### src/rtl/l1_dcache_if.sv
// D-cache port bundle: pipeline-side request/response plus the 128-bit line port to memory.
// The cache is the slave; the pipeline/memory side (or a bench) drives the master view.
interface l1_dcache_if;
    logic [15:0]  mem_address;
    logic         mem_read;
    logic         mem_write;
    logic [1:0]   mem_byte_enable;
    logic [15:0]  mem_wdata;
    logic         indirect;
    logic         mem_resp;
    logic [15:0]  mem_rdata;
    logic [15:0]  pmem_address;
    logic         pmem_read;
    logic         pmem_write;
    logic [127:0] pmem_wdata;
    logic [127:0] pmem_rdata;
    logic         pmem_resp;

    modport slave (
        input  mem_address, mem_read, mem_write, mem_byte_enable, mem_wdata, indirect,
        output mem_resp, mem_rdata,
        output pmem_address, pmem_read, pmem_write, pmem_wdata,
        input  pmem_rdata, pmem_resp
    );

    modport master (
        output mem_address, mem_read, mem_write, mem_byte_enable, mem_wdata, indirect,
        input  mem_resp, mem_rdata,
        input  pmem_address, pmem_read, pmem_write, pmem_wdata,
        output pmem_rdata, pmem_resp
    );
endinterface

### src/rtl/l1_dcache.sv
// Direct-mapped write-back/write-allocate L1 D-cache with 16-byte lines and two-phase indirect
// (pointer-chasing) accesses; hits respond combinationally, misses go through WRITEBACK/FILL.
module l1_dcache #(
    parameter int INDEX_BITS = 3
) (
    input  logic        clk,
    input  logic        reset,
    l1_dcache_if.slave  bus
);
    localparam int NUM_SETS = 1 << INDEX_BITS;
    localparam int TAG_W    = 12 - INDEX_BITS;

    typedef enum logic [1:0] {IDLE, WRITEBACK, FILL} state_e;

    state_e                  state_q;
    logic                    phase_q;
    logic [15:0]             ptr_q;
    logic [NUM_SETS-1:0]     valid_q;
    logic [NUM_SETS-1:0]     dirty_q;
    logic [TAG_W-1:0]        tag_q  [NUM_SETS];
    logic [127:0]            line_q [NUM_SETS];
    logic                    pmem_read_q;
    logic                    pmem_write_q;
    logic [15:0]             pmem_addr_q;
    logic [127:0]            pmem_wdata_q;

    logic [15:0]             eff;
    logic [INDEX_BITS-1:0]   set_idx;
    logic [TAG_W-1:0]        eff_tag;
    logic [6:0]              bit_off;
    logic [127:0]            cur_line;
    logic [15:0]             cur_word;
    logic [127:0]            merged_line;
    logic                    req;
    logic                    hit;
    logic                    final_acc;
    logic                    resp;

    // Phase 1 of an indirect access addresses through the latched pointer, not the bus.
    assign eff       = phase_q ? ptr_q : bus.mem_address;
    assign set_idx   = eff[INDEX_BITS+3:4];
    assign eff_tag   = eff[15:INDEX_BITS+4];
    assign bit_off   = {eff[3:1], 4'b0000};
    assign cur_line  = line_q[set_idx];
    assign cur_word  = cur_line[bit_off +: 16];
    assign req       = bus.mem_read | bus.mem_write;
    assign hit       = valid_q[set_idx] && (tag_q[set_idx] == eff_tag);
    assign final_acc = !bus.indirect || phase_q;
    assign resp      = (state_q == IDLE) && req && hit && final_acc;

    always_comb begin
        merged_line = cur_line;
        if (bus.mem_byte_enable[0]) merged_line[bit_off +: 8]         = bus.mem_wdata[7:0];
        if (bus.mem_byte_enable[1]) merged_line[(bit_off + 7'd8) +: 8] = bus.mem_wdata[15:8];
    end

    assign bus.mem_resp     = resp;
    assign bus.mem_rdata    = resp ? cur_word : 16'h0;
    assign bus.pmem_read    = pmem_read_q;
    assign bus.pmem_write   = pmem_write_q;
    assign bus.pmem_address = pmem_addr_q;
    assign bus.pmem_wdata   = pmem_wdata_q;

    always_ff @(posedge clk) begin
        if (reset) begin
            state_q      <= IDLE;
            phase_q      <= 1'b0;
            ptr_q        <= 16'h0;
            valid_q      <= '0;
            dirty_q      <= '0;
            pmem_read_q  <= 1'b0;
            pmem_write_q <= 1'b0;
            pmem_addr_q  <= 16'h0;
            pmem_wdata_q <= 128'h0;
        end else begin
            unique case (state_q)
                IDLE: begin
                    if (!req) begin
                        phase_q <= 1'b0;
                    end else if (hit) begin
                        if (final_acc) begin
                            phase_q <= 1'b0;
                            if (bus.mem_write) begin
                                line_q[set_idx]  <= merged_line;
                                dirty_q[set_idx] <= 1'b1;
                            end
                        end else begin
                            ptr_q   <= cur_word;
                            phase_q <= 1'b1;
                        end
                    end else if (valid_q[set_idx] && dirty_q[set_idx]) begin
                        state_q      <= WRITEBACK;
                        pmem_write_q <= 1'b1;
                        pmem_addr_q  <= {tag_q[set_idx], set_idx, 4'b0000};
                        pmem_wdata_q <= cur_line;
                    end else begin
                        state_q     <= FILL;
                        pmem_read_q <= 1'b1;
                        pmem_addr_q <= {eff[15:4], 4'b0000};
                    end
                end
                WRITEBACK: begin
                    if (bus.pmem_resp) begin
                        dirty_q[set_idx] <= 1'b0;
                        pmem_write_q     <= 1'b0;
                        pmem_wdata_q     <= 128'h0;
                        pmem_read_q      <= 1'b1;
                        pmem_addr_q      <= {eff[15:4], 4'b0000};
                        state_q          <= FILL;
                    end
                end
                FILL: begin
                    // Lookup is retried from IDLE so the access completes on the following cycle.
                    if (bus.pmem_resp) begin
                        line_q[set_idx]  <= bus.pmem_rdata;
                        tag_q[set_idx]   <= eff_tag;
                        valid_q[set_idx] <= 1'b1;
                        dirty_q[set_idx] <= 1'b0;
                        pmem_read_q      <= 1'b0;
                        pmem_addr_q      <= 16'h0;
                        state_q          <= IDLE;
                    end
                end
                default: state_q <= IDLE;
            endcase
        end
    end
endmodule

### src/flat_wrapper.sv
// flat-port wrapper written by rule: the top's interface ports become plain ports
module l1_dcache_flat 
#(
    parameter int INDEX_BITS = 3
)
  (clk, reset, bus_mem_address, bus_mem_read, bus_mem_write, bus_mem_byte_enable, bus_mem_wdata, bus_indirect, bus_mem_resp, bus_mem_rdata, bus_pmem_address, bus_pmem_read, bus_pmem_write, bus_pmem_wdata, bus_pmem_rdata, bus_pmem_resp);
  l1_dcache_if bus_i ();
  input  logic clk;
  input  logic reset;
  input wire logic [$bits(bus_i.mem_address)-1:0] bus_mem_address;
  input wire logic [$bits(bus_i.mem_read)-1:0] bus_mem_read;
  input wire logic [$bits(bus_i.mem_write)-1:0] bus_mem_write;
  input wire logic [$bits(bus_i.mem_byte_enable)-1:0] bus_mem_byte_enable;
  input wire logic [$bits(bus_i.mem_wdata)-1:0] bus_mem_wdata;
  input wire logic [$bits(bus_i.indirect)-1:0] bus_indirect;
  output wire logic [$bits(bus_i.mem_resp)-1:0] bus_mem_resp;
  output wire logic [$bits(bus_i.mem_rdata)-1:0] bus_mem_rdata;
  output wire logic [$bits(bus_i.pmem_address)-1:0] bus_pmem_address;
  output wire logic [$bits(bus_i.pmem_read)-1:0] bus_pmem_read;
  output wire logic [$bits(bus_i.pmem_write)-1:0] bus_pmem_write;
  output wire logic [$bits(bus_i.pmem_wdata)-1:0] bus_pmem_wdata;
  input wire logic [$bits(bus_i.pmem_rdata)-1:0] bus_pmem_rdata;
  input wire logic [$bits(bus_i.pmem_resp)-1:0] bus_pmem_resp;
  assign bus_i.mem_address = bus_mem_address;
  assign bus_i.mem_read = bus_mem_read;
  assign bus_i.mem_write = bus_mem_write;
  assign bus_i.mem_byte_enable = bus_mem_byte_enable;
  assign bus_i.mem_wdata = bus_mem_wdata;
  assign bus_i.indirect = bus_indirect;
  assign bus_mem_resp = bus_i.mem_resp;
  assign bus_mem_rdata = bus_i.mem_rdata;
  assign bus_pmem_address = bus_i.pmem_address;
  assign bus_pmem_read = bus_i.pmem_read;
  assign bus_pmem_write = bus_i.pmem_write;
  assign bus_pmem_wdata = bus_i.pmem_wdata;
  assign bus_i.pmem_rdata = bus_pmem_rdata;
  assign bus_i.pmem_resp = bus_pmem_resp;
  l1_dcache #(.INDEX_BITS(INDEX_BITS)) u_core (.clk(clk), .reset(reset), .bus(bus_i));
endmodule
### config.mk
export PLATFORM = sky130hd
export DESIGN_NAME = l1_dcache_flat
export DESIGN_NICKNAME = d
export VERILOG_FILES = /design/src/rtl/l1_dcache_if.sv /design/src/rtl/l1_dcache.sv /design/src/flat_wrapper.sv
export SDC_FILE = /design/constraint.sdc
export NUM_CORES = 2
export LEC_CHECK = 0
export ABC_AREA = 1
export BUFFER_PORTS_ARGS = -buffer_cell sky130_fd_sc_hd__buf_2
export CAP_MARGIN = 10
export CORE_ASPECT_RATIO = 0.5
export CORE_MARGIN = 3
export CORE_UTILIZATION = 49
export DETAILED_ROUTE_END_ITERATION = 10
export PLACE_DENSITY = 0.78
export SLEW_MARGIN = 20
export SYNTH_ARGS = -nofsm -noshare
export SYNTH_HDL_FRONTEND = slang
export SYNTH_SLANG_ARGS = --single-unit
### constraint.sdc
create_clock -name clk -period 12 [get_ports clk]
set_input_delay 2.4 -clock clk [delete_from_list [all_inputs] [get_ports clk]]
set_output_delay 2.4 -clock clk [all_outputs]
set_load 0.05 [all_outputs]
-- Word level (Yosys, flattened, before mapping)
Memory sizes are Yosys's and may differ from the RTL's.
Cells that the tools add are included.
- register bits: 181
- word-level logic and storage cells: 123
- memories kept: 2
- RAM bits: 1096
- output and inout port bits: 163
- input port bits: 168
- memories (name ; words ; bits a word ; rd ports ; clocked after Yosys merged registers in ; write ports ; RTL line ; RTL):
    u_core.line_q ; 8 ; 128 ; 1 ; 0 ; 1 ; l1_dcache.sv:21 ; logic [127:0] line_q [NUM_SETS];
    u_core.tag_q ; 8 ; 9 ; 1 ; 0 ; 1 ; l1_dcache.sv:20 ; logic [TAG_W-1:0] tag_q [NUM_SETS];
- reductions and logical operators: 21
- add/sub/neg operators: 3
- eq/ne operators: 14
- shifts and indexed selects: 5
- mux-type cells: 60
- bitwise gates (word level): 7
- order comparisons: 2
- operator list (operator ; count):
    $mux W128 ; 7
    $bwmux W128 ; 2
    $pmux W128 S2 ; 1
    $shift A8 B9 Y128 const A ; 2
    $shiftx A8 B9 Y128 ; 2
    $shiftx A128 B8 Y16 ; 1
    $mux W16 ; 7
    $pmux W16 S3 ; 1
    $mux W8 ; 5
    $mux W1 ; 25
    $neg A7 Y9 ; 2
    $or A8 B8 Y8 ; 2
    $pmux W8 S2 ; 1
    $ne A2 B2 Y1 const B ; 7
    $reduce_and A6 Y1 ; 2
    $mux W2 ; 5
    $reduce_and A5 Y1 ; 2
    $eq A9 B9 Y1 ; 1
    $and A8 B8 Y8 ; 1
    $ne A2 B1 Y1 const B ; 4
    $not A8 Y8 ; 1
    $reduce_and A4 Y1 ; 2
    $add A7 B4 Y7 const B ; 1
    $bmux W1 S3 ; 2
    other kinds (18) ; 26

-- Depth between registers and ports, before layout
- depth in word-level cells: 11
- gate-level depth with buffers: 21
- gate-level depth less buffers: 20

-- Worst setup path before layout
No wires, ideal clock.
- path type: input -> register
- from: input port bus_mem_address[12]
- to: memory u_core.line_q[0][0], enable pin
- buffers on the path: 1
- data required time: 11383 ps
- slack: 2103 ps
- stages: 12
- data arrival time: 9280 ps
- library setup time: 617 ps
- path through: inv_1 > o21ai_0 > inv_1 > nand2_1 > nand2_1 > nor2_1 > nand3b_1 > nor2_1 > nand4_1 > and2_1 > clkbuf_1 > nor2_1
- cells in the longest elaborated chain, start to end: 9
- ends and longest elaborated chain (item ; RTL line ; RTL):
    from (decl) ; flat_wrapper.sv:10 ; input wire logic [$bits(bus_i.mem_address)-1:0] bus_mem_address;
    $mux W16 ; l1_dcache.sv:40 ; assign eff = phase_q ? ptr_q : bus.mem_address;
    net u_core.eff[12] ; l1_dcache.sv:27 ; logic [15:0] eff;
    $eq A9 B9 Y1 ; l1_dcache.sv:47 ; assign hit = valid_q[set_idx] && (tag_q[set_idx] == eff_tag);
    $logic_and A1 B1 Y1 ; l1_dcache.sv:47 ;
    $mux W1 ; l1_dcache.sv:80 ; end else if (hit) begin
    $mux W1 ; l1_dcache.sv:78 ; if (!req) begin
    $mux W1 ; l1_dcache.sv:76 ; unique case (state_q)
    $mux W1 ; l1_dcache.sv:65 ; if (reset) begin
    $mux W1 (implied by the code) ; l1_dcache.sv:84 ; line_q[set_idx] <= merged_line;
    $or A1 B1 Y1 (no source line) ; - ;
    to (decl) ; l1_dcache.sv:21 ;
The timed path passes the listed nets, and every way through them passes these cells.

-- Final worst setup path
- from: input port bus_mem_address[5]
- to: output port bus_mem_rdata[2]
- cells in the longest elaborated chain, start to end: 7
- elaborated cells between the ends (all ways): 11
- classes of those cells: eq/ne: 1; shift: 1; mux: 4; reduce/logical: 3; memory: 2
- ends and longest elaborated chain (item ; RTL line ; RTL):
    $mux W16 (*) ; l1_dcache.sv:40 ;
    branches (longest 5 deep; another with $mem_v2 Z8 W128) ; - ;
    $mux W16 (*) ; l1_dcache.sv:58 ; assign bus.mem_rdata = resp ? cur_word : 16'h0;
    to (decl) ; flat_wrapper.sv:17 ; output wire logic [$bits(bus_i.mem_rdata)-1:0] bus_mem_rdata;
Every way passes the cells marked *. The select of a mux whose other input is x is not followed.

==> impl_metrics.ini <==
[global_routing]
grt_pass1_vias = 39568
track_usage_pct = 32.9
grt-ovfl-total = 0
grt_pass1_wl_microns = 271000
antenna_found_initial = 14
grt_max_degree = 178

[drt]
firstDrtPassIters = 11
drc = 2
drt_iter0_drc = 8057
wire_per_inst_microns = 28.5
ant_nets = 0
drt-vias-per-instance = 6.40
via_count = 43276
drt_wl_total_microns = 193000

[power_and_ir_drop]
seq_power_share_pct = 51.1
cell_internal_pwr_w = 0.00712
p_per_area_nw_per_um2 = 164
swShare_pct = 27.7
fin_total_pwr_w = 0.00984
irDropWorstVdd_mv = 0.140
leakage_nw = 21.8
p_switching_w = 0.00272
combPwrFrac_pct = 13.3
clkPwrFrac_pct = 35.6

[status]
violations = design-rule violations
status = complete, but fails checks

[sta]
post-route-period-util_pct = 81.7
slew_headroom_pct = 17.1
layout_min_cycle_time_ns = 9.80
clock_skew_ns = 0.0381
hold_viol_final = 0
setup_viol = 0
rsz0062_at_grt = no
finalMaxSlewViolations = 0
holdWs_ns = 0.463
fmax_mhz = 102
tightest_slew_ns = 1.24
setup_tns_ns = 0

[cts]
cts_resized = 0
root_buffer = clkbuf_16
clockBufferDepth = 3
path_clk_slew_ns = 0.07
cts_tree = built
clk_latency_ns = 0.77
htree_levels = 3
cts_made_buffers = 110
cts_sinks = 1272
cts_setup_buffers = 0
holdBufCountCts = 0

[synthesis]
synth_top_family_by_area = simple AND/OR/NAND/NOR gates
syn_area_per_cell_sq_um = 10.7
yosysTopAreaCell = edfxtp_1
synth.area.top_cells = edfxtp_1 (61%), nand2_1 (10%), dfxtp_1 (6.6%)
synth_compound_area_share_pct = 10.7
synth.mux.area_fraction_pct = 0
ys_seq_area_share_pct = 68.0
synth_cell_types = 41
synth_adder_area_share_pct = 0.210
synthXorXnorAreaFrac_pct = 0
synthSimpleGateAreaFrac_pct = 17.0
synth_seq_cells = 1272
synth_cells = 5001
synth_area_sq_um = 53600
synth_top_area_share_pct = 61.4
ys.warnings.count = 0

[die]
coreArea_sq_um = 108000
dieArea_sq_um = 114000
dieHeight_microns = 240
start_util_pct = 49.6
io_pins = 331
die_x_microns = 474
rows = 85

[final_layout]
stdcell_area_sq_um = 60100
syn_to_final_growth_pct = 12.2
final_layout_size_suffix_gt1_share_pct = 11.8
finish.utilization_pct = 55.6
nets = 5403

[flow_run]
drv_cap = 0

[critical_path]
required_ns = 9.60
crit_family = simple AND/OR/NAND/NOR gates
rr_endpoint = u_core.bus.pmem_wdata[59]
crit_type = input port to primary output
r2r_slack_ns = 4.37
critical-path-slowest-cell = nor3_1
end_kind = primary output
path_buf_inv = 4
reg2reg_depth = 16
worstPathArrival_ns = 7.40
cp_common_cell = nand2_1
reg2reg_from = u_core.phase_q
cp_slowest_stage_delay_ns = 0.73
path_max_fanout = 45
cp-start-kind = input port
cp_cell_sequence = buf_2 -> nand2_1 -> nand2_4 -> nor2_4 -> nand2_1 -> buf_4 -> inv_4 -> a22oi_1 -> and3_1 -> nand2_1 -> nand2_1 -> nand3_1 -> nor2_1 -> nor3_1 -> buf_2

[placement]
gp_congestion = 1.05
hpwl_microns = 121000
numPortBuffers = 325
dpl_cell_area_sq_um = 56600

[worst_hold_path]
holdCritPathClass = flip-flop to flip-flop
hp-start = u_core.bus.pmem_wdata[51]
hold_path_end = u_core.bus.pmem_wdata[51]
hold_path_depth = 2
[synth_stat cells (all sizes together)]
cell type / number
dfxtp: 176
clkinv: 4
o21ai: 228
and3: 72
nand2: 1469
nand3: 124
nor2: 344
a31oi: 40
nor4: 2
nor3: 44
a221oi: 40
nand3b: 2
inv: 195
ha: 9
a22oi: 136
o211ai: 6
o22ai: 1
a21oi: 540
conb: 1
nand4: 140
and2: 1
buf: 118
a21boi: 3
a211oi: 26
clkbuf: 184
edfxtp: 1096
[layer usage]
| metal | wire length [microns] | global-route usage, % | vias to the layer above |
|---|---|---|---|
| met1 | 65000 | 42.0 | 20513 |
| met5 | 141 | 0 | - |
| met3 | 31500 | 12.8 | 864 |
| met4 | 16500 | 21.8 | 18 |
| li1 | - | - | 18094 |
| met2 | 79700 | 46.7 | 3787 |
[how the worst max path moves through the flow]
stage | depth (start not counted) | start | to
2_1_floorplan | 12 | bus_mem_address[12] | u_core.line_q[0][0]
3_3_place_gp | 14 | bus_mem_address[5] | bus_mem_rdata[2]
3_5_place_dp | 17 | bus_mem_address[5] | bus_mem_rdata[6]
4_1_cts | 15 | bus_mem_address[5] | bus_mem_rdata[2]
5_1_grt | 16 | bus_mem_address[5] | bus_mem_rdata[10]
6_report | 15 | bus_mem_address[5] | bus_mem_rdata[2]
[cells by family after synthesis]
kind of cell / after synthesis
flip-flops: 1272
buffers and inverters: 501
other: 1
AND/OR/NAND/NOR: 2198
AO/OA/AOI/OAI: 1020
adder cells (fa/ha/maj): 9
[per-stage QoR]
step / worst slack [ns] / instances
6_report: 2.20 / 6758
5_1_grt: 2.34 / 6756
4_1_cts: 2.59 / 6753
3_5_place_dp: 2.65 / 6549
3_3_place_gp: 2.70 / 6549
2_1_floorplan: 2.10 / 5004
[power by group through the flow]
stage	clock network, W	logic (W)	registers, W
after floorplan	0	0.000621	0.00522
after global placement	0	0.00119	0.00511
after detailed placement	0	0.00122	0.00512
after CTS	0.00348	0.00123	0.00502
after global routing	0.00366	0.00136	0.00503
final	0.00350	0.00131	0.00503
[cell usage in the layout, fill, tap and decap left out, types with 4 or more instances in the layout]
| master | instances |
|---|---|
| a211oi_1 | 26 |
| conb_1 | 4 |
| and3_1 | 72 |
| nor3_2 | 9 |
| clkinv_2 | 14 |
| nor2_2 | 6 |
| clkbuf_16 | 113 |
| a21oi_1 | 539 |
| diode_2 | 5 |
| o211ai_1 | 6 |
| buf_4 | 77 |
| buf_2 | 324 |
| inv_2 | 11 |
| clkbuf_1 | 38 |
| a31oi_1 | 40 |
| nand4_1 | 139 |
| o21ai_0 | 206 |
| nor3_1 | 34 |
| nand2_2 | 7 |
| nor2_4 | 18 |
| ha_1 | 8 |
| nand3_1 | 122 |
| a22oi_1 | 136 |
| nor2_1 | 320 |
| a221oi_1 | 40 |
| edfxtp_1 | 1096 |
| buf_12 | 11 |
| dfxtp_1 | 176 |
| o21ai_1 | 21 |
| nand2_1 | 1458 |
| bufinv_16 | 4 |
| clkinv_1 | 23 |
| clkbuf_8 | 6 |
| inv_1 | 181 |
[worst register-to-register path: cells and delay by family (launching register included)]
kind	cells	cell delay, ns
AND/OR/NAND/NOR	9	2.83
AO/OA/AOI/OAI	2	0.52
flip-flops	1	0.92
buffers and inverters	5	3.28
[sequential cells by signal, indices dropped and copies added (netlist names), named ones only]
| name | count |
|---|---|
| u_core.bus.pmem_write | 1 |
| u_core.state_q | 2 |
| u_core.tag_q | 72 |
| u_core.bus.pmem_read | 1 |
| u_core.bus.pmem_address | 12 |
| u_core.bus.pmem_wdata | 128 |
| u_core.phase_q | 1 |
| u_core.ptr_q | 15 |
| u_core.line_q | 1024 |
| u_core.valid_q | 8 |
[area by class of cell]
type                       instances  area (sq um)
tap                             1435          1800
multi-input combinational       3231         15200
antenna                            5          12.5
fill                            8659         47900
sequential                      1272         36400
timing repair buffer             412          2420
inverter                         199           756
clock buffer                     157          3050
clock inverter                    47           440
(Power assumes the default switching activity.)
